**config.mk**
```make
export PLATFORM = sky130hd
export DESIGN_NAME = pipelined_carry_adder
export DESIGN_NICKNAME = d
export VERILOG_FILES = /design/src/rtl/pipelined_carry_adder_pkg.sv /design/src/rtl/pipelined_carry_adder_slice_stage.sv /design/src/rtl/pipelined_carry_adder.sv
export SDC_FILE = /design/constraint.sdc
export NUM_CORES = 1
export LEC_CHECK = 0
export CAP_MARGIN = 5
export CORE_MARGIN = 1.5
export CORE_UTILIZATION = 60
export DETAILED_ROUTE_END_ITERATION = 10
export PLACE_DENSITY = 0.9
export SYNTH_ARGS = -nofsm -noshare
export SYNTH_HDL_FRONTEND = slang
export SYNTH_SLANG_ARGS = --single-unit
```
**constraint.sdc**
```tcl
create_clock -name clk -period 50.7 [get_ports clk]
set_input_delay 10.14 -clock clk [delete_from_list [all_inputs] [get_ports clk]]
set_output_delay 10.14 -clock clk [all_outputs]
set_load 0.01 [all_outputs]
```
**src/rtl/pipelined_carry_adder_pkg.sv**
```systemverilog
// Shared definitions for the pipelined carry adder.
//   OP_ADD / OP_SUB   : encodings of the op input
//   DEFAULT_NUMBITS   : default operand / result width
//   DEFAULT_STAGEBITS : default number of bits added per pipeline stage
package pipelined_carry_adder_pkg;

    localparam logic OP_ADD = 1'b0;
    localparam logic OP_SUB = 1'b1;

    localparam int DEFAULT_NUMBITS   = 64;
    localparam int DEFAULT_STAGEBITS = 16;

endpackage : pipelined_carry_adder_pkg

```
**src/rtl/pipelined_carry_adder_slice_stage.sv**
```systemverilog
// One pipeline stage of the pipelined carry adder (module adder_slice_stage).
// Adds a STAGEBITS-wide slice with carry-in and registers the slice sum, the
// carry out of the slice, the signed-overflow flag of the slice MSB and the
// stage valid bit. All registers hold while advance is low.
//   clk, reset : clock, asynchronous active-high reset
//   advance    : global pipeline enable (0 = stall, hold everything)
//   valid      : the operands presented this cycle belong to a real operation
//   cin        : carry into bit 0 of the slice
//   a, b       : operand slices (b already inverted for subtract)
//   valid_r    : registered valid
//   cout_r     : registered carry out of the slice MSB
//   ovf_r      : registered signed overflow (only meaningful in the top slice)
//   sum_r      : registered slice sum
module adder_slice_stage #(
    parameter int STAGEBITS = 16
) (
    input  logic                 clk,
    input  logic                 reset,
    input  logic                 advance,
    input  logic                 valid,
    input  logic                 cin,
    input  logic [STAGEBITS-1:0] a,
    input  logic [STAGEBITS-1:0] b,
    output logic                 valid_r,
    output logic                 cout_r,
    output logic                 ovf_r,
    output logic [STAGEBITS-1:0] sum_r
);

    logic [STAGEBITS:0] full_s;
    logic               msb_cin_s;

    // Slice addition; the carry into the MSB is recovered from the MSB sum bit
    // (sum = a ^ b ^ carry_in), which also works for a one-bit slice.
    always_comb begin
        full_s    = {1'b0, a} + {1'b0, b} + {{STAGEBITS{1'b0}}, cin};
        msb_cin_s = a[STAGEBITS-1] ^ b[STAGEBITS-1] ^ full_s[STAGEBITS-1];
    end

    // Stage output register, frozen while the pipeline is stalled.
    always_ff @(posedge clk or posedge reset) begin
        if (reset) begin
            valid_r <= 1'b0;
            cout_r  <= 1'b0;
            ovf_r   <= 1'b0;
            sum_r   <= {STAGEBITS{1'b0}};
        end else if (advance) begin
            valid_r <= valid;
            cout_r  <= full_s[STAGEBITS];
            ovf_r   <= full_s[STAGEBITS] ^ msb_cin_s;
            sum_r   <= full_s[STAGEBITS-1:0];
        end
    end

endmodule : adder_slice_stage

```
**src/rtl/pipelined_carry_adder.sv**
```systemverilog
// Pipelined add/subtract unit, STAGEBITS bits per stage, valid/ready on both
// sides, one operation per cycle, latency NSTAGES = NUMBITS/STAGEBITS cycles.
//   clk, reset          : clock, asynchronous active-high reset
//   in_valid / in_ready : input handshake (A, B, op sampled on acceptance)
//   A, B                : operands
//   op                  : 0 = A+B, 1 = A-B
//   out_valid/out_ready : output handshake
//   result              : sum / difference modulo 2^NUMBITS
//   carryout            : carry out of MSB (subtract: 1 = no borrow)
//   overflow            : signed two's-complement overflow
// Structure: an input capture register feeds stage 0 directly; slice k of the
// operands travels through k extra skew registers so it meets the carry of
// stage k-1. Finished lower result slices ride through deskew registers so the
// whole result leaves the last stage together. A single advance signal stalls
// every register at once, so bubbles are never collapsed.
module pipelined_carry_adder
    import pipelined_carry_adder_pkg::*;
#(
    parameter int NUMBITS   = DEFAULT_NUMBITS,
    parameter int STAGEBITS = DEFAULT_STAGEBITS
) (
    input  logic               clk,
    input  logic               reset,
    input  logic               in_valid,
    output logic               in_ready,
    input  logic [NUMBITS-1:0] A,
    input  logic [NUMBITS-1:0] B,
    input  logic               op,
    output logic               out_valid,
    input  logic               out_ready,
    output logic [NUMBITS-1:0] result,
    output logic               carryout,
    output logic               overflow
);

    localparam int NSTAGES = NUMBITS / STAGEBITS;

    if ((NSTAGES < 1) || ((NUMBITS % STAGEBITS) != 0)) begin : g_bad_params
        $error("NUMBITS must be a non-zero multiple of STAGEBITS");
    end

    logic               advance_s;
    logic [NUMBITS-1:0] b_eff_s;

    logic               in_valid_r;
    logic [NUMBITS-1:0] a_r;
    logic [NUMBITS-1:0] b_r;
    logic               cin_r;

    logic                 valid_s     [NSTAGES];
    logic                 carry_s     [NSTAGES];
    logic                 ovf_s       [NSTAGES];
    logic [STAGEBITS-1:0] sum_s       [NSTAGES];
    logic [STAGEBITS-1:0] res_slice_s [NSTAGES];

    // Whole pipeline moves unless a finished result is waiting on the consumer.
    assign advance_s = !out_valid || out_ready;
    assign in_ready  = advance_s;

    // Subtract as A + ~B + 1: invert B here, the +1 is the stage-0 carry-in.
    assign b_eff_s = (op == OP_SUB) ? ~B : B;

    // Input capture register; payload only loads on an accepted operation.
    always_ff @(posedge clk or posedge reset) begin
        if (reset) begin
            in_valid_r <= 1'b0;
            a_r        <= {NUMBITS{1'b0}};
            b_r        <= {NUMBITS{1'b0}};
            cin_r      <= 1'b0;
        end else if (advance_s) begin
            in_valid_r <= in_valid;
            if (in_valid) begin
                a_r   <= A;
                b_r   <= b_eff_s;
                cin_r <= op;
            end
        end
    end

    for (genvar k = 0; k < NSTAGES; k++) begin : g_stage
        logic [STAGEBITS-1:0] a_stage_s;
        logic [STAGEBITS-1:0] b_stage_s;
        logic                 valid_stage_s;
        logic                 cin_stage_s;

        if (k == 0) begin : g_first
            assign a_stage_s     = a_r[STAGEBITS-1:0];
            assign b_stage_s     = b_r[STAGEBITS-1:0];
            assign valid_stage_s = in_valid_r;
            assign cin_stage_s   = cin_r;
        end else begin : g_upper
            logic [STAGEBITS-1:0] a_dly_r [k];
            logic [STAGEBITS-1:0] b_dly_r [k];

            // Operand skew: slice k waits k cycles for the lower carries.
            always_ff @(posedge clk or posedge reset) begin
                if (reset) begin
                    for (int j = 0; j < k; j++) begin
                        a_dly_r[j] <= {STAGEBITS{1'b0}};
                        b_dly_r[j] <= {STAGEBITS{1'b0}};
                    end
                end else if (advance_s) begin
                    a_dly_r[0] <= a_r[k*STAGEBITS +: STAGEBITS];
                    b_dly_r[0] <= b_r[k*STAGEBITS +: STAGEBITS];
                    for (int j = 1; j < k; j++) begin
                        a_dly_r[j] <= a_dly_r[j-1];
                        b_dly_r[j] <= b_dly_r[j-1];
                    end
                end
            end

            assign a_stage_s     = a_dly_r[k-1];
            assign b_stage_s     = b_dly_r[k-1];
            assign valid_stage_s = valid_s[k-1];
            assign cin_stage_s   = carry_s[k-1];
        end

        adder_slice_stage #(
            .STAGEBITS (STAGEBITS)
        ) u_slice (
            .clk     (clk),
            .reset   (reset),
            .advance (advance_s),
            .valid   (valid_stage_s),
            .cin     (cin_stage_s),
            .a       (a_stage_s),
            .b       (b_stage_s),
            .valid_r (valid_s[k]),
            .cout_r  (carry_s[k]),
            .ovf_r   (ovf_s[k]),
            .sum_r   (sum_s[k])
        );

        if (k < NSTAGES - 1) begin : g_deskew
            localparam int DEPTH = NSTAGES - 1 - k;
            logic [STAGEBITS-1:0] dsk_r [DEPTH];

            // Result deskew: hold slice k until the top slice is finished.
            always_ff @(posedge clk or posedge reset) begin
                if (reset) begin
                    for (int j = 0; j < DEPTH; j++) begin
                        dsk_r[j] <= {STAGEBITS{1'b0}};
                    end
                end else if (advance_s) begin
                    dsk_r[0] <= sum_s[k];
                    for (int j = 1; j < DEPTH; j++) begin
                        dsk_r[j] <= dsk_r[j-1];
                    end
                end
            end

            assign res_slice_s[k] = dsk_r[DEPTH-1];
        end else begin : g_top_slice
            assign res_slice_s[k] = sum_s[k];
        end
    end

    // Reassemble the aligned result slices.
    always_comb begin
        result = {NUMBITS{1'b0}};
        for (int k = 0; k < NSTAGES; k++) begin
            result[k*STAGEBITS +: STAGEBITS] = res_slice_s[k];
        end
    end

    assign out_valid = valid_s[NSTAGES-1];
    assign carryout  = carry_s[NSTAGES-1];
    assign overflow  = ovf_s[NSTAGES-1];

endmodule : pipelined_carry_adder

```
== Yosys cells after proc, flatten, opt, wreduce, memory -nomap -nowiden ==
Index checks and enable logic that the tools add are counted.

* Input bits: 133
* Logic and storage cells: 51
* Output and inout bits: 68
* Register bits: 491

* Bitwise operators: 4
* Mux-type cells: 1
* Add/sub/neg operators: 8
* Reductions and logical operators: 3

{| class="wikitable"
|+ Operator list
! operator !! number
|-
| $add A16 B16 Y17 || 4
|-
| $add A17 B1 Y17 || 4
|-
| $mux W64 || 1
|-
| $not A64 Y64 || 1
|-
| $xor A1 B1 Y1 || 3
|-
| $reduce_and A2 Y1 || 1
|-
| $logic_not A1 Y1 || 1
|-
| $logic_or A1 B1 Y1 || 1
|}

== Longest topological paths before layout ==
Gate-level depths: netlist of run 1.

* Depth in word-level cells: 4
* Mapped depth: 9
* Depth with buffers taken out: 8

== By module ==
From an unflattened synthesis of run 1, not the netlist that was laid out.

* Cell total of the unflattened synthesis: 1638
* Area total of the unflattened synthesis: 22190.0 µm²

{| class="wikitable"
|+ By module, submodules not included
! module !! times used !! cells each !! area an instance (µm²)
|-
| pipelined_carry_adder || 1 || 1069 || 16514.6
|-
| adder_slice_stage (g_stage[0].u_slice ...) || 3 || 143 || 1407.6
|-
| adder_slice_stage (g_stage[3].u_slice) || 1 || 140 || 1452.6
|}

== Least setup slack after synthesis of run 1 ==
No wires, ideal clock.

* Path kind: input to output
* Start point: in out_ready
* End point: out in_ready
* Arrival: 11009 ps
* Cell stages on the path: 5
* Path buffers: 3
* Slack: 29551 ps
* Cells stage by stage: nor2b_1 clkbuf_1 inv_2 clkbuf_1 clkbuf_1

* Word-level cells in the longest chain between the ends: 1

{| class="wikitable"
|+ Ends and longest elaborated chain
! element !! RTL line !! source
|-
| start, declared || pipelined_carry_adder.sv:30 || <nowiki>input logic out_ready,</nowiki>
|-
| $logic_or A1 B1 Y1 || pipelined_carry_adder.sv:57 || <nowiki>assign advance_s = !out_valid || out_ready;</nowiki>
|-
| end, declared || pipelined_carry_adder.sv:25 || <nowiki>output logic in_ready,</nowiki>
|}

Every way passes these cells.

== Worst setup path after layout of run 1 ==
Ends and elaborated chain as after synthesis.

==> summary.txt, run 1 <==
Worst setup path
  – Worst Setup End Kind: output port
  – Most used cell, CP: clkdlybuf4s50_1
  – Cell chain of the critical path: clkdlybuf4s50_1 > nor2b_4 > buf_4 > inv_8 > clkdlybuf4s50_1
  – Data arrival, critical path: 12.70 ns
  – Setup crit start kind: primary input
  – Crit path depth: 5
  – Worst Path Class, Setup: primary input to output port
  – CP Data Required Time: 40.56 ns
  – Top cell family by delay on the critical path: buffers and inverters
  – Worst path slowest cell: buf_4
  – R2R cell count: 6
  – Maximum fanout along the worst path: 119
  – CP max stage delay: 0.90 ns
  – Critical path buffers and inverters: 4

Route
  – Post-route DRC violation count: 14
  – Routed wire length: 45790 um
  – Met3 WL post-DR: 2319 um
  – Wire length on met2: 22960 um
  – Detailed Route Iter0 Violations: 1107
  – Vias per std cell: 5.466
  – Total number of vias: 16060
  – Post-route ant nets: 0
  – Max layer used: met4
  – Met1 WL: 19260 um
  – DR pass1 iterations: 9
  – Drt wl/cell: 15.59 um

CTS
  – Clock sinks: 491
  – Clock transition at path regs: 0.06 ns
  – CTS tree: done
  – Cts repair resizes: 0
  – Clk_lat worst skew: 0.56 ns
  – CTS Hold Buffers Added: 0
  – Clock Path Buffers: 3
  – Root buf cell: clkbuf_16
  – TritonCTS Buffers: 49
  – Setup bufs post-CTS: 0
  – H-tree depth: 2

Floorplanning
  – Starting density of the core: 61.22%
  – Die W: 194.0 um
  – DIE HEIGHT: 194.0 um
  – Die ar.: 37620 um2
  – CORE AREA: 35740 um2
  – I/O pin count: 201
  – Row cnt: 69

Synthesis
  – Yosys reg bits: 491
  – Synthesized area: 21880 um2
  – Most used DFF post-synth: dfrtp_1
  – Number of synthesized flops with an enable pin: 0
  – Commonest cells in the netlist: 1024 x nand2_1, 491 x dfrtp_1, 116 x o21ai_0, 94 x clkbuf_1, 76 x xnor2_1
  – Top cell type's share of synthesized area: 56.16%
  – Post-synth net total: 2525
  – Number of distinct library cells after synthesis: 67
  – Most common cell in the netlist: nand2_1
  – Register area share after synthesis: 56.16%
  – Syn. warnings: 0
  – Post-Syn Area per Cell: 9.415 um2
  – Synth top area cells: dfrtp_1 56%, nand2_1 18%, ha_1 3.4%, mux2_2 3.4%, xnor2_1 3.0%
  – Synth area leader: dfrtp_1
  – Instance count of the mapped netlist: 2324
  – Post-synth ARST share: 100.0%

STA
  – Min cycle time layout: 22.84 ns
  – Final Cycle Share: 45.05%
  – Final Max Tran Viols: 0
  – Fin. Hold Viols: 0
  – RSZ-0062 raised after global routing: false
  – Total negative slack: 0 ns
  – Clk_skew: 0.01279 ns
  – Finish-stage setup viols: 0
  – Achievable Freq: 0.04378 GHz
  – Final setup margin: 27.86 ns
  – Slew HR: 19.71%
  – Worst Tran Pin Value: 1.204 ns

Run status
  – Failing checks: DRC
  – Status: finished, violations left

Power
  – Sequential share of power: 39.7%
  – Combinational share of power: 39.0%
  – Pwr/cell area: 65.94 nW/um2
  – Cell Int Power: 1.058 mW
  – Net Switching: 0.6241 mW
  – Sw Ratio: 37.11%
  – Pleak: 12.45 nW
  – Part of the power in the clock network: 21.3%
  – VDD IR max: 0.03873 mV

Placement
  – Gpl congestion: 0.8751
  – IO buf count: 200
  – Placed Cells incl. Taps: 2849
  – Placement Cell Area: 23890 um2
  – Post-detail-place hpwl: 29560 um
  – Post-Place Setup Slack: 27.87 ns

Global routing
  – Wire length of the first global-routing pass: 77610 um
  – Total global routing overflow: 0
  – Vias in the first global route: 16128
  – Tot GR Track Use: 24.86%
  – Largest net degree at the start of global routing: 183
  – Initial antenna violation count: 0

Layout
  – Fill count: 2463
  – Fin cells: 2938
  – Area of the multi-input gates: 8884 um2
  – Layout cell share with drive strength beyond 1: 6.944%
  – Synth-to-Final Area Change: 16.58%
  – Register Area: 12290 um2
  – Final Cell Area: 25510 um2
  – Antenna diodes: 0
  – Nets: 2640

Hold path
  – WHS Path Cells: 2
  – Hold Crit Class: register to register

Run
  – Max-Cap Viols: 0
[layout make-up]
class,count,share of cell area [%]
tap,461,2.261
sequential,491,48.17
timing repair buffer,212,8.241
inverter,8,0.1766
clock buffer,75,5.778
clock inverter,14,0.5494
multi-input combinational,1677,34.83
[sequential cells by signal (all words and copies together) (netlist names)]
name,flops
g_stage.b_stage_s,48
g_stage.valid_stage_s,1
g_stage.u_slice.sum_r,64
cin_r,1
g_stage.g_upper.a_dly_r,48
g_stage.g_upper.b_dly_r,48
g_stage.a_stage_s,48
result,32
g_stage.u_slice.cout_r,4
g_stage.u_slice.valid_r,4
b_r,64
g_stage.u_slice.ovf_r,1
a_r,64
g_stage.g_deskew.dsk_r,64
[metrics by stage]
stage               hold slack, ns  power [mW]  util [%]
finish                      0.4628       1.682     71.37
global route                0.4833       1.808     71.37
CTS                         0.4680       1.689     71.37
detailed placement          0.4541       1.319     66.85
global placement            0.4410       1.279     66.85
floorplan                   0.4300       1.132         -
[power by group through the flow]
stage	logic, mW	clock network, mW	registers [mW]
6_report	0.656	0.359	0.667
5_1_grt	0.738	0.382	0.688
3_5_place_dp	0.648	0	0.671
3_3_place_gp	0.618	0	0.661
4_1_cts	0.657	0.365	0.667
2_1_floorplan	0.482	0	0.650
[kinds of logic (layout without fill, tap and decap cells)]
| logic type | count (synthesis) | in the layout | synth area share (%) |
|---|---|---|---|
| xor gates and xnor gates | 100 | 100 | 4.003 |
| adders and majority gates | 68 | 68 | 4.163 |
| and+or+nand+nor | 1161 | 1161 | 20.95 |
| muxes | 68 | 68 | 3.488 |
| DFF | 491 | 491 | 56.16 |
| buffers and inverters | 156 | 309 | 3.311 |
| AOI/OAI and AO/OA | 280 | 280 | 7.926 |
[worst paths after layout]
check,from,endpoint,slack [ns]
worst min register to register,result[6]$_DFFE_PP0N_,result[6]$_DFFE_PP0N_,0.46
max in group asynchronous,reset,g_stage[2].u_slice.cout_r$_DFFE_PP0N_,37.61
worst max register to register,g_stage[3].u_slice.valid_r$_DFFE_PP0N_,a_r[63]$_DFFE_PP0P_,46.33
min in group asynchronous,reset,result[1]$_DFFE_PP0N_,10.13
worst min-delay path,result[6]$_DFFE_PP0N_,result[6]$_DFFE_PP0N_,0.46
worst max-delay path,out_ready,in_ready,27.86
[layer usage]
layer | vias to the layer above | track usage, %
li1 | 7742 | -
met1 | 7793 | 32.33
met2 | 430 | 42.42
met3 | 95 | 4.227
met4 | 0 | 8.536
met5 | - | 0
[worst reg2reg max path: stages, from the launching register on]
cell and delay (ns):
dfrtp_1 0.37, nor2b_4 0.14, buf_4 0.90, inv_8 0.50, nand2_4 0.92, buf_4 0.90, mux2_2 0.53
[placed cells by master, fill, tap and decap left out, types with 4 or more instances in the layout]
cell	instances
a31oi_1	6
mux2_2	66
nand2_1	1023
buf_4	12
clkinv_2	6
inv_1	6
nor2_1	55
clkbuf_1	11
o21bai_1	4
nand2b_1	7
xor2_1	24
nor3_1	15
a211oi_1	15
nor3b_1	7
a211o_1	4
fa_1	8
o31ai_1	12
nand3_1	8
nand4_1	4
xnor2_1	76
dfrtp_1	491
nor2b_1	6
clkbuf_8	15
a21o_1	23
a21oi_1	60
o21a_1	11
clkdlybuf4s50_1	199
and3_1	6
clkbuf_16	49
nor4b_1	4
o21ai_0	116
ha_1	60
No activity file was read; power rests on OpenSTA's default activity.
==> run 2, diff against run 1 <==
--- a/config.mk
+++ b/config.mk
@@ -7,9 +7,9 @@
 export LEC_CHECK = 0
 export CAP_MARGIN = 5
 export CORE_MARGIN = 1.5
-export CORE_UTILIZATION = 60
+export CORE_UTILIZATION = 58
 export DETAILED_ROUTE_END_ITERATION = 10
-export PLACE_DENSITY = 0.9
+export PLACE_DENSITY = 0.87
 export SYNTH_ARGS = -nofsm -noshare
 export SYNTH_HDL_FRONTEND = slang
 export SYNTH_SLANG_ARGS = --single-unit
==> constraint.sdc (replaced) <==
create_clock -name clk -period 23.6 [get_ports clk]
set_input_delay 4.72 -clock clk [delete_from_list [all_inputs] [get_ports clk]]
set_output_delay 4.72 -clock clk [all_outputs]
set_load 0.01 [all_outputs]
==> summary.txt, run 2 (synthesis results as in run 1) <==
Route
  – Detailed Route Iter0 Violations: 1062 (-4.1%)
  – Drt wl/cell: 15.35 um (-1.5%)
  – Post-route DRC violation count: 0 (-14)
  – DR pass1 iterations: 5 (-4)
  – Routed wire length: 45730 um (-0.13%)
  – Total number of vias: 15869 (-1.2%)
  – Post-route ant nets: 0 (unchanged)
  – Vias per std cell: 5.325 (-2.6%)

CTS
  – CTS tree: done
  – Clock transition at path regs: 0.06 ns (about the same)
  – Clock sinks: 491 (unchanged)
  – Clk_lat worst skew: 0.55 ns (about the same)
  – H-tree depth: 2 (unchanged)
  – TritonCTS Buffers: 49 (unchanged)
  – Clock Path Buffers: 3 (unchanged)
  – Cts repair resizes: 0 (unchanged)
  – Root buf cell: clkbuf_16
  – CTS Hold Buffers Added: 0 (unchanged)
  – Setup bufs post-CTS: 0 (unchanged)

Placement
  – Placement Cell Area: 23940 um2 (+0.19%)
  – IO buf count: 200 (unchanged)
  – Post-detail-place hpwl: 29880 um (+1.1%)
  – Gpl congestion: 0.8592 (-1.8%)

Run status
  – Status: complete, no violations

STA
  – Slew HR: 19.46% (-0.25 points)
  – Worst Tran Pin Value: 1.208 ns (+0.003770 ns)
  – Min cycle time layout: 10.95 ns
  – Achievable Freq: 0.09135 GHz
  – RSZ-0062 raised after global routing: false
  – Total negative slack: 0 ns (unchanged)
  – Final Cycle Share: 46.38%
  – Final Max Tran Viols: 0 (unchanged)
  – Finish-stage setup viols: 0 (unchanged)
  – Fin. Hold Viols: 0 (unchanged)
  – Clk_skew: 0.01164 ns (-0.001148 ns)

Layout
  – Commonest non-fill, non-tap cells in the layout: 1023 x nand2_1, 491 x dfrtp_1, 199 x clkdlybuf4s50_1
  – Util after Layout: 69.34% (-2.0 points)
  – Layout cell share with drive strength beyond 1: 6.906% (-0.038 points)
  – Nets: 2639 (-0.038%)
  – Commonest non-fill, non-tap cell in the layout: nand2_1
  – Synth-to-Final Area Change: 16.86%
  – Fill count: 2750 (+12%)
  – Antenna diodes: 0 (unchanged)
  – Final Cell Area: 25570 um2 (+0.24%)

Floorplanning
  – Die ar.: 38900 um2 (+3.4%)
  – I/O pin count: 201 (unchanged)
  – CORE AREA: 36870 um2 (+3.2%)
  – Starting density of the core: 59.34% (-1.9 points)
  – DIE HEIGHT: 197.2 um (+1.7%)
  – Row cnt: 70 (+1.4%)
  – Die W: 197.2 um (+1.7%)

Worst setup path
  – Setup crit start kind: primary input
  – Reg2reg end: g_stage[2].u_slice.sum_r[3]$_DFFE_PP0N_
  – Maximum fanout along the worst path: 57 (-52%)
  – R2R cell count: 6 (unchanged)
  – CP Data Required Time: 18.88 ns (-21.68 ns)
  – Reg2reg setup slack: 20.21 ns (-26.12 ns)
  – Worst Setup End Kind: output port
  – Data arrival, critical path: 6.23 ns (-6.47 ns)
  – Worst r2r src: g_stage[3].u_slice.valid_r$_DFFE_PP0N_
  – Worst Path Class, Setup: primary input to output port

Hold path
  – Hold Crit Class: register to register
  – Hold EP: result[24]$_DFFE_PP0N_
  – WHS Path Cells: 2 (unchanged)
  – Hold path start: result[24]$_DFFE_PP0N_

Run
  – Max-Cap Viols: 0 (unchanged)

Global routing
  – Vias in the first global route: 15702 (-2.6%)
  – Wire length of the first global-routing pass: 76270 um (-1.7%)
  – Initial antenna violation count: 0 (unchanged)
  – Largest net degree at the start of global routing: 190 (+3.8%)
  – Tot GR Track Use: 24.11% (-0.75 points)
  – Total global routing overflow: 0 (unchanged)

Power
  – Pleak: 12.45 nW (about the same)
  – VDD IR max: 0.06846 mV (+77%)
  – Final Power: 3.621 mW (+120%)
  – Pwr/cell area: 141.6 nW/um2 (+110%)
==> run 2: cell count changes in the layout (fill, tap and decap cells not counted) <==
cell	previous run	this run
buf_4	12	11
bufinv_16	2	5
clkbuf_8	15	9
clkinv_2	6	11
clkinv_4	2	1
clkinvlp_4	2	3
inv_6	2	0
==> run 2: where the power goes <==
group	switching [mW]	total, mW	internal (mW)
sequential	0.216	1.43	1.22
clock	0.318	0.784	0.465
combinational	0.800	1.41	0.605
==> run 2: critical path, cell delays in order <==
cell and delay [ns]:
clkdlybuf4s50_1 0.51, nor2b_4 0.07, inv_8 0.26, clkdlybuf4s50_1 0.64
==> run 2: how the worst max path moves through the flow <==
stage | start | endpoint | depth (start not counted)
final | out_ready | in_ready | 4
after global routing | out_ready | in_ready | 4
after CTS | out_ready | in_ready | 4
after detailed placement | out_ready | in_ready | 4
after global placement | out_ready | in_ready | 4
after floorplan | reset | a_r[0]$_DFFE_PP0P_ | 1
==> run 2: layout make-up <==
class                           count  area [um2]  area share (%)
Sequential cell                   491       12290           48.05
Clock buffer                       69        1391           5.442
Timing Repair Buffer              211        2095           8.192
Clock inverter                     20       236.5          0.9249
Tap cell                          504       630.6           2.466
Inverter                            8       45.04          0.1762
Multi-Input combinational cell   1677        8884           34.74
==> run 2: layer usage <==
| metal | vias to the layer above | GRT usage [%] | part of all wire, % |
|---|---|---|---|
| met5 | - | 0 | 0 |
| met4 | 0 | 7.012 | 2.4 |
| met3 | 92 | 3.978 | 4.9 |
| met2 | 364 | 41.00 | 50 |
| met1 | 7652 | 32.01 | 43 |
| li1 | 7761 | - | - |
==> run 2: per-stage QoR <==
step | std cells | setup slack [ns] | hold WS (ns)
final | 2980 | 12.65 | 0.4633
after CTS | 2980 | 12.66 | 0.4653
after detailed placement | 2891 | 12.68 | 0.4551
after floorplan | 2324 | 5.176 | 0.4300
after global routing | 2980 | 12.63 | 0.4802
after global placement | 2891 | 12.66 | 0.4427
